## src/rtl/btn_int_ctrl.sv

```systemverilog
// Button interrupt controller: sync + debounce four buttons, latch presses as pending,
// pick the highest enabled one and hand it to the core through a req/ack/done handshake.
module btn_int_ctrl #(
    parameter logic [15:0] VEC_BASE   = 16'h0f80,
    parameter logic [15:0] VEC_STRIDE = 16'h0020,
    parameter int unsigned DB_CYCLES  = 16
) (
    input  logic        clk,
    input  logic        rst,
    input  logic [3:0]  btn_in,
    input  logic [3:0]  int_en,
    input  logic        int_ack,
    input  logic        int_done,
    output logic        int_req,
    output logic [1:0]  int_id,
    output logic [15:0] int_vec,
    output logic        in_service,
    output logic [3:0]  pending
);
    typedef enum logic [1:0] {IDLE, REQ, SERVICE} state_t;

    localparam logic [15:0] DB_LAST = 16'(DB_CYCLES - 1);

    logic [3:0]       sync1_q, sync2_q;
    logic [3:0]       stable_q, stable_d;
    logic [3:0][15:0] cnt_q, cnt_d;
    logic [3:0]       pending_q, pending_d;
    logic [3:0]       eligible, ack_clr;
    logic [1:0]       win_id;
    logic [15:0]      win_slot, win_vec;

    state_t      state_q;
    logic        int_req_q, in_service_q;
    logic [1:0]  int_id_q;
    logic [15:0] int_vec_q;

    always_ff @(posedge clk or posedge rst) begin
        if (rst) begin
            sync1_q <= '0;
            sync2_q <= '0;
        end else begin
            sync1_q <= btn_in;
            sync2_q <= sync1_q;
        end
    end

    // A level change is accepted only after DB_CYCLES consecutive differing samples.
    always_comb begin
        stable_d = stable_q;
        cnt_d    = cnt_q;
        for (int k = 0; k < 4; k++) begin
            if (sync2_q[k] == stable_q[k]) begin
                cnt_d[k] = '0;
            end else if (cnt_q[k] == DB_LAST) begin
                stable_d[k] = sync2_q[k];
                cnt_d[k]    = '0;
            end else begin
                cnt_d[k] = cnt_q[k] + 16'd1;
            end
        end
    end

    always_comb begin
        ack_clr = '0;
        if (state_q == REQ && int_ack)
            ack_clr = 4'b0001 << int_id_q;
    end

    // A rising stable edge wins over a same-cycle acknowledge clear.
    assign pending_d = (pending_q & ~ack_clr) | (stable_d & ~stable_q);

    always_ff @(posedge clk or posedge rst) begin
        if (rst) begin
            stable_q  <= '0;
            cnt_q     <= '0;
            pending_q <= '0;
        end else begin
            stable_q  <= stable_d;
            cnt_q     <= cnt_d;
            pending_q <= pending_d;
        end
    end

    assign eligible = pending_q & int_en;

    always_comb begin
        win_id = 2'd0;
        for (int k = 0; k < 4; k++)
            if (eligible[k]) win_id = 2'(k);
    end

    // (3 - k) for a 2-bit index is its bitwise complement.
    assign win_slot = {14'd0, ~win_id};
    assign win_vec  = VEC_BASE + VEC_STRIDE * win_slot;

    always_ff @(posedge clk or posedge rst) begin
        if (rst) begin
            state_q      <= IDLE;
            int_req_q    <= 1'b0;
            in_service_q <= 1'b0;
            int_id_q     <= '0;
            int_vec_q    <= '0;
        end else begin
            case (state_q)
                IDLE: begin
                    if (eligible != 4'd0) begin
                        int_id_q  <= win_id;
                        int_vec_q <= win_vec;
                        int_req_q <= 1'b1;
                        state_q   <= REQ;
                    end
                end
                REQ: begin
                    if (int_ack) begin
                        int_req_q    <= 1'b0;
                        in_service_q <= 1'b1;
                        state_q      <= SERVICE;
                    end
                end
                SERVICE: begin
                    if (int_done) begin
                        in_service_q <= 1'b0;
                        state_q      <= IDLE;
                    end
                end
                default: begin
                    int_req_q    <= 1'b0;
                    in_service_q <= 1'b0;
                    state_q      <= IDLE;
                end
            endcase
        end
    end

    assign int_req    = int_req_q;
    assign int_id     = int_id_q;
    assign int_vec    = int_vec_q;
    assign in_service = in_service_q;
    assign pending    = pending_q;
endmodule

```

## config.mk

```make
export PLATFORM = sky130hd
export DESIGN_NAME = btn_int_ctrl
export DESIGN_NICKNAME = d
export VERILOG_FILES = /design/src/rtl/btn_int_ctrl.sv
export SDC_FILE = /design/constraint.sdc
export NUM_CORES = 1
export LEC_CHECK = 0
export CAP_MARGIN = 15
export CORE_UTILIZATION = 50
export CTS_BUF_LIST = sky130_fd_sc_hd__clkbuf_8 sky130_fd_sc_hd__clkbuf_16
export CTS_CLUSTER_DIAMETER = 40
export CTS_CLUSTER_SIZE = 24
export DETAILED_ROUTE_END_ITERATION = 8
export DONT_BUFFER_PORTS = 1
export PLACE_DENSITY = 0.62
export SETUP_SLACK_MARGIN = 0.4
export SLEW_MARGIN = 20
export SYNTH_ARGS = -nofsm -noshare
export SYNTH_HDL_FRONTEND = slang
export SYNTH_SLANG_ARGS = --single-unit
```

## constraint.sdc

```tcl
create_clock -name clk -period 3.85 [get_ports clk]
set_clock_uncertainty 0.1 [all_clocks]
set_input_delay 0.77 -clock clk [delete_from_list [all_inputs] [get_ports clk]]
set_output_delay 0.77 -clock clk [all_outputs]
set_load 0.01 [all_outputs]
```

# [Word level (Yosys, flattened, before mapping)]
# Cells that the tools add are included.
[word_totals] wordCells=78 output_inout_bits=24 register_bits=102 inputBits=12
[classes] bitwise_logic=9 mux=30 n_addsub=5 shift=1 n_reduce_logical=7 n_eq_ne=13
[ops] operator="16-bit two-way mux" count=8
[ops] operator="16-bit by 1-bit adder with 16-bit output (second input constant)" count=4
[ops] operator="16-bit by 4-bit equality test with 1-bit output (second input constant)" count=4
[ops] operator="12-bit by 7-bit adder with 13-bit output (first input constant)" count=1
[ops] operator="1-bit two-way mux" count=13
[ops] operator="4-bit AND" count=3
[ops] operator="2-bit two-way mux" count=5
[ops] operator="3-bit AND reduction" count=3
[ops] operator="4-bit inverter" count=2
[ops] operator="2-bit inequality test (second input constant)" count=3
[ops] operator="1-bit case mux with 3 select lines" count=2
[ops] operator="2-bit case mux with 3 select lines" count=1
[ops] operator="1-bit equality test" count=4
[ops] operator="4-bit two-way mux" count=1
[ops] operator="4-bit bitwise OR" count=1
[ops] operator="4-bit nonzero test" count=1
[ops] operator="1-bit by 2-bit << shifter with 4-bit output (first input constant)" count=1
[ops] operator="2-bit by 1-bit equality test with 1-bit output (second input constant)" count=1
[ops] operator="2-bit equality test (second input constant)" count=1
[ops] operator="2-bit zero test" count=1
[ops] operator="1-bit inverter" count=2
[ops] operator="2-bit inverter" count=1
[ops] operator="2-bit AND reduction" count=1
[ops] operator="1-bit logical AND" count=1

# [Longest topological paths before layout]
# Gate-level depths: netlist of the first run.
[logic_depth] word_depth=6 ltp_mapped=7 depth_no_buf=5

# [Worst setup path before layout of the first run]
# No wires, ideal clock.
[synth_path] path_kind="input port to flip-flop" startpoint="input int_en[3]" endpoint="register int_vec_q[6], in the netlist int_vec[6]" required_time_ns=3.625 path_buffers=1 arrival_ns=1.754 setup_slack_ns=1.871 stages=4 setup_time_ns=0.125 path_cell_list="a22oi_1 -> a311o_1 -> clkbuf_1 -> mux2_2"
[synth_via] elab_chain_len=4 elab_cells_between_ends=6 classes_between="1 x add/sub; 1 x mux; 2 x bitwise; 2 x reduce/logical"
[synth_rtl] item="from (decl)" line="11" rtl="input logic [3:0] int_en,"
[synth_rtl] item="4-bit AND *" line="84" rtl="assign eligible = pending_q & int_en;"
[synth_rtl] item="2-bit two-way mux" line="89" rtl="if (eligible[k]) win_id = 2'(k);"
[synth_rtl] item="2-bit inverter" line="93" rtl="assign win_slot = {14'd0, ~win_id};"
[synth_rtl] item="12-bit by 7-bit adder with 13-bit output" line="94" rtl="assign win_vec = VEC_BASE + VEC_STRIDE * win_slot;"
[synth_rtl] item="to (signal assigned)" line="108" rtl="int_vec_q <= win_vec;"
[synth_rtl] item="to (decl)" line="35" rtl="logic [15:0] int_vec_q;"
# Every way passes the cells marked *; elsewhere a longest branch is shown, timed or not.
# A chain may end at the register's enable or synchronous reset.

==> results.cfg, run 1 <==
[outcome]
status = completed

[die]
initial_core_util_pct = 52.4
design.core.area_um2 = 7810
die_y_um = 92.4
num_io_pins = 36
fp.dieW_um = 92.4
num_rows = 32
die_area_um2 = 8550

[placement]
gp_congestion = 0.786
postPlaceCellArea_um2 = 4130
dpl.hpwl_um = 4920
io_buffers = 0

[global_routing]
grt_start_max_net_pins = 55
grt_usage_pct = 18.8
grt_pass1_vias = 2664
antenna_found_initial = 0
globalRouteOverflowTotal = 0
grt_pass1_wl_um = 12600

[synthesis]
synth-seq-cells = 89
synth-xor-area-share_pct = 12.2
synth-main-ff-cell = dfrtp_1
synth.avg_cell_area_um2 = 10.2
yosysSeqAreaShare_pct = 54.5
synth_edf_count = 0
synth-compound-area-share_pct = 3.43
ys_warn_count = 0
ys_top_cells_by_area = dfrtp_1 (54%), xnor2_1 (7.3%), nor2_1 (6.1%)
synth_cell_types = 31
async_flop_share_pct = 100
synth_top_family_by_area = simple AND/OR/NAND/NOR gates
netlist.area_leader.share_pct = 54.5
synthMuxAreaShare_pct = 1.62
syn_inst = 400
synth-simple-area-share_pct = 22.9
synth_fa_ha_area_share_pct = 1.22
yosysTopAreaCell = dfrtp_1
netlist_area_um2 = 4090

[sta]
finalHoldViolCount = 0
max_slew_margin_pct = 38.1
period_share_pct = 50.5
finalSetupTns_ns = 0
fmax_mhz = 514
slew_violations = 0
worst_pin_slew_ns = 0.928
timing.final.crit_period_ns = 1.95
rsz0062_at_grt = false
setup_viol = 0

[routing]
dr.pass1.iters = 4
drc = 0
vias = 2742
wl_per_cell_um = 14.0
routed_wl_um = 7040
first_iter_violations = 81
ant_nets = 0
vias_per_cell = 5.44

[critical_path]
cp_max_fo = 15
reg2reg_from = cnt_q[0]
required_ns = 3.96
end_kind = flip-flop
r2r_setup_slack_ns = 1.90
r2r-end = cnt_q[13]
startpoint_type = flip-flop
ff2ff_path_depth = 5
critical_path.endpoint = cnt_q[13]
cp.arrival_ns = 2.06
startpoint = cnt_q[0]
critPathKind = flip-flop to flip-flop

[power]
power_density_nw_per_um2 = 468
ir_drop_mv = 0.268
p_leak_nw = 1.88
p_total_mw = 2.04

[clocking]
clkTransAtPathRegs_ns = 0.09
root_buffer = clkbuf_8
ctsResizeCount = 0
cts_tree = done
clock_path_buffers = 2
cts_setup_buffers = 0
cts-buffers-inserted = 9
cts_sinks = 89
hold_buffers = 0
clk_latency_ns = 0.35
htreeDepth = 3

[layout]
antenna_cells = 0
final_core_util_pct = 55.9
design_area_um2 = 4370
synthToLayoutAreaGrowth_pct = 6.79
nets = 414
drive_gt1_share_pct = 6.22

[hold_path]
hold_class = flip-flop to flip-flop

[run]
cap_violations = 0
## placed cells by master (no fill, tap or decap), types with 2 or more instances in the layout
master,instances
nor4_1,22
buf_4,2
and2_1,2
and4_1,5
nand3_1,17
o21ai_0,14
xnor2_1,34
and3_1,8
or3_1,3
dfrtp_1,89
a21oi_1,6
nand2b_1,6
xor2_1,23
clkbuf_8,9
nor3_1,7
nand2_1,26
nor2_1,66
nand4_1,21
inv_1,7
ha_1,4
conb_1,9
inv_6,2
mux2_2,5
a21o_1,2
bufinv_16,3
## metal layers
layer | up-vias | GRT usage (%) | wire, um
met1 | 1347 | 26.0 | 3310
met2 | 39 | 28.7 | 3260
met5 | - | 0 | 0
met3 | 6 | 5.17 | 408
li1 | 1350 | - | -
met4 | 0 | 6.12 | 58
## Yosys cell counts (2+ instances only)
library cell,count
a21o_1,2
a21oi_1,6
and2_1,2
and3_1,8
and4_1,5
buf_4,13
clkbuf_1,10
dfrtp_1,89
ha_1,4
inv_1,8
mux2_2,5
nand2_1,26
nand2b_1,6
nand3_1,17
nand4_1,21
nor2_1,66
nor3_1,7
nor4_1,22
o21ai_0,14
or3_1,3
xnor2_1,34
xor2_1,23
## worst min-delay path by stage
| stage | startpoint | endpoint | slack (ns) | cells past startpoint |
|---|---|---|---|---|
| global route | sync1_q[1] | sync2_q[1] | 0.25 | 0 |
| global placement | sync1_q[2] | sync2_q[2] | 0.23 | 0 |
| CTS | sync1_q[1] | sync2_q[1] | 0.25 | 0 |
| floorplan | sync1_q[0] | sync2_q[0] | 0.23 | 0 |
| finish | sync1_q[1] | sync2_q[1] | 0.25 | 0 |
| detailed placement | sync1_q[1] | sync2_q[1] | 0.24 | 0 |
## registers in the layout, summed over array words and instances, names as in the netlist
name / cells
sync2_q: 4
int_req: 1
int_vec: 3
sync1_q: 4
int_id: 2
state_q: 2
stable_q: 4
pending: 4
in_service: 1
cnt_q: 64
## power by group
| part | switching (mW) | internal [mW] |
|---|---|---|
| Combinational | 0.101 | 0.0676 |
| Sequential | 0.106 | 1.01 |
| Clock | 0.329 | 0.432 |
## worst max-delay path, stage by stage (launching register included)
cell	delay, ns
dfrtp_1	0.40
ha_1	0.19
nand3_1	0.24
nand4b_1	0.34
nand2_1	0.44
nor2_1	0.11
## metrics by stage
stage                     cells  hold WS [ns]  setup WS [ns]
after global routing        504         0.248           1.68
after detailed placement    489         0.236           1.84
final                       504         0.249           1.90
after global placement      489         0.233           1.87
after CTS                   504         0.245           1.89
after floorplan             408         0.231          0.673
## kinds of logic (layout without fill, tap and decap cells)
family          count (synthesis)  after routing
other cells                     1              9
simple gates                  187            187
compound gates                 25             25
buf+inv                        31             25
flops                          89             89
mux                             6              6
xor+xnor                       57             57
fa+ha+maj                       4              4
## layout make-up
cell class | count | area, um^2
inverters | 8 | 31.3
multi-input cells | 288 | 1730
repair buffers | 2 | 15.0
flip-flops and latches | 89 | 2230
clock buffers | 9 | 124
clock inverters | 6 | 115
fillers | 687 | 3440
well taps | 102 | 128
(Power assumes the default switching activity.)
==> run 2, diff against run 1 <==
--- a/config.mk
+++ b/config.mk
@@ -5,6 +5,7 @@
 export SDC_FILE = /design/constraint.sdc
 export NUM_CORES = 1
 export LEC_CHECK = 0
+export ABC_AREA = 1
 export CAP_MARGIN = 15
 export CORE_UTILIZATION = 50
 export CTS_BUF_LIST = sky130_fd_sc_hd__clkbuf_8 sky130_fd_sc_hd__clkbuf_16
==> constraint.sdc (replaced) <==
create_clock -name clk -period 1.8 [get_ports clk]
set_clock_uncertainty 0.1 [all_clocks]
set_input_delay 0.36 -clock clk [delete_from_list [all_inputs] [get_ports clk]]
set_output_delay 0.36 -clock clk [all_outputs]
set_load 0.01 [all_outputs]
==> run 2 against run 1 <==
Fmax up 34%. First-iteration DRC count increased by 73%. Area after synthesis grew 16%. Total power grew 100%. Critical path type unchanged. Largest cell class is now multi-input gates. Highest routed layer unchanged.
==> results.cfg, run 2 <==
[critical_path]
end_kind = flip-flop
cp.buffers_inverters = 3
ff2ff_path_depth = 6
reg2reg_from = sync2_q[1]
cp_top_family = simple AND/OR/NAND/NOR gates
slowest_delay_ns = 0.39
critPathKind = flip-flop to flip-flop
r2r-end = cnt_q[31]
cp_max_fo = 6
cp.arrival_ns = 1.66
required_ns = 2.01
worst_path_max_delay_cell = dfrtp_1
path_cells = inv_1 -> or2_1 -> nand2_2 -> clkinvlp_4 -> buf_6 -> nor2_1
startpoint_type = flip-flop
r2r_setup_slack_ns = 0.34

[hold_path]
hold_path_end = int_req
hp-start = int_ack
hold_class = input port to flip-flop
holdPathStages = 3

[layout]
fill_cells = 842
largest_reg_flops = 64
regMostFlops = cnt_q
synthToLayoutAreaGrowth_pct = 18.1
most-common-layout-cells = nand2_1 (153), nor2_1 (109), dfrtp_1 (82)
nets = 691
antenna_cells = 0
drive_gt1_share_pct = 21.9
multi_input_area_um2 = 2350
final_common_cell = nand2_1
final_core_util_pct = 60.8
fin_cells = 809
regArea_um2 = 2240

[sta]
rsz0062_at_grt = true
finalSetupTns_ns = 0
timing.final.crit_period_ns = 1.46
slew_violations = 0
period_share_pct = 80.9
finalHoldViolCount = 0
fmax_mhz = 687
setup_viol = 0

[clocking]
cts_tree = done
clk_latency_ns = 0.37
cts_sinks = 89
clkTransAtPathRegs_ns = 0.10
htreeDepth = 3
clock_path_buffers = 2
cts-buffers-inserted = 9
root_buffer = clkbuf_8

[placement]
dp.cells = 756
io_buffers = 0
dpl.hpwl_um = 6590
gp_congestion = 0.890

[routing]
routed_wl_um = 10100
met2_wirelength_um = 4730
first_iter_violations = 140
wl_per_cell_um = 12.4
wl_met3_um = 441
m1WireLength_um = 4720
vias = 3972
vias_per_cell = 4.91
drc = 0
dr.pass1.iters = 4
ant_nets = 0
top_layer = met4

[power]
ir_drop_mv = 0.412
p_switching_mw = 1.30
power_frac_seq_pct = 56.7
p_int_mw = 2.88
switching_share_pct = 31.2
comb_power_share_pct = 13.3
power_density_nw_per_um2 = 744
p_leak_nw = 2.46
pwr-share-clk_pct = 30.0
p_total_mw = 4.18

[synthesis]
synth_edf_count = 0
yosysSeqAreaShare_pct = 46.8
synth.avg_cell_area_um2 = 7.50
syn_inst = 634
yosysTopAreaCell = dfrtp_1
netlist_area_um2 = 4760
ys_top_cells_by_area = dfrtp_1 (47%), nand2_1 (13%), nor2_1 (10%)
async_flop_share_pct = 100
synth.most_common_cell = nand2_1
ys_warn_count = 0
synth_cell_types = 26
netlist.area_leader.share_pct = 46.8
synth-seq-cells = 89
synth-main-ff-cell = dfrtp_1
synthTopCellsByCount = nand2_1 (161), nor2_1 (130), dfrtp_1 (89)

[global_routing]
globalRouteOverflowTotal = 0
grt_pass1_vias = 3565
grt_pass1_wl_um = 16000
grt_start_max_net_pins = 90
grt_usage_pct = 20.4
antenna_found_initial = 0

[outcome]
status = completed

[die]
fp.dieW_um = 99.5
num_io_pins = 36
design.core.area_um2 = 9240
die_area_um2 = 9910
die_y_um = 99.5
initial_core_util_pct = 51.5
num_rows = 35

[run]
cap_violations = 0
-- run 2: changes by cell type after synthesis, sizes merged, moves of 5 or more --
cell / delta
and3: -8
and4: -5
clkbuf: -10
inv: +77
mux2: -5
nand2: +154
nand2b: -6
nand3: +6
nand4: -5
nor2: +83
nor4: -22
o21ai: +15
xnor2: -19
xor2: -17
-- run 2: layout make-up --
class                   instances  area share, %
clock inverters                 7          0.868
multi-input cells             451           41.9
repair buffers                 38           6.28
inverters                      85           5.99
well taps                     129           2.87
flip-flops and latches         89           39.8
clock buffers                   9           2.20
repair inverters                1          0.134
-- run 2: kinds of logic (layout without fill, tap and decap cells) --
| kind of cell | Yosys count | after routing | synth area share, % |
|---|---|---|---|
| AOI/OAI and AO/OA | 36 | 36 | 3.97 |
| xor gates and xnor gates | 21 | 21 | 3.87 |
| adders and majority gates | 4 | 4 | 1.05 |
| buffers and inverters | 102 | 140 | 9.18 |
| DFF | 89 | 89 | 46.8 |
| other | 1 | 9 | 0.0788 |
| and+or+nand+nor | 381 | 381 | 35.0 |
-- run 2: power groups by stage --
stage,sequential [mW],combinational [mW],clock (mW)
global route,2.40,0.646,1.38
detailed placement,2.40,0.437,0
floorplan,2.34,0.362,0
CTS,2.36,0.493,1.29
global placement,2.40,0.432,0
finish,2.37,0.555,1.26
-- run 2: worst max-delay path by stage --
stage	startpoint	endpoint	depth (start not counted)
finish	sync2_q[1]	cnt_q[31]	6
global route	sync2_q[1]	cnt_q[31]	6
CTS	sync2_q[1]	cnt_q[22]	5
detailed placement	cnt_q[32]	cnt_q[46]	8
global placement	cnt_q[32]	cnt_q[46]	8
floorplan	rst	cnt_q[0]	1
-- run 2: layer usage --
layer	up-vias	track usage (%)
li1	2005	-
met1	1862	27.7
met2	89	33.1
met3	16	3.87
met4	0	6.45
met5	-	0
-- run 2: repair_timing --
item / CTS / global route
hold endpoints to repair: 94 / 0
pin swaps: 6 / 28
setup buffers: 10 / 20
endpoints found under the setup margin: 38 / 64
cloned: 0 / 1
gates resized for setup: 12 / 70
hold buffers: 6 / 0
-- run 2: tightest hold or removal path: cells and delay by family --
kind | cells | cell delay, ns
AO/OA/AOI/OAI | 1 | 0.06
AND/OR/NAND/NOR | 2 | 0.10
-- run 2: through the flow --
step / hold slack, ns / instance area [um^2] / setup WS, ns
final: 0.0980 / 5620 / 0.344
after global routing: 0.106 / 5620 / 0.295
after CTS: 0.0892 / 5220 / 0.369
after detailed placement: 0.235 / 4860 / 0.248
after global placement: 0.234 / 4860 / 0.322
after floorplan: 0.231 / 4790 / 0.304
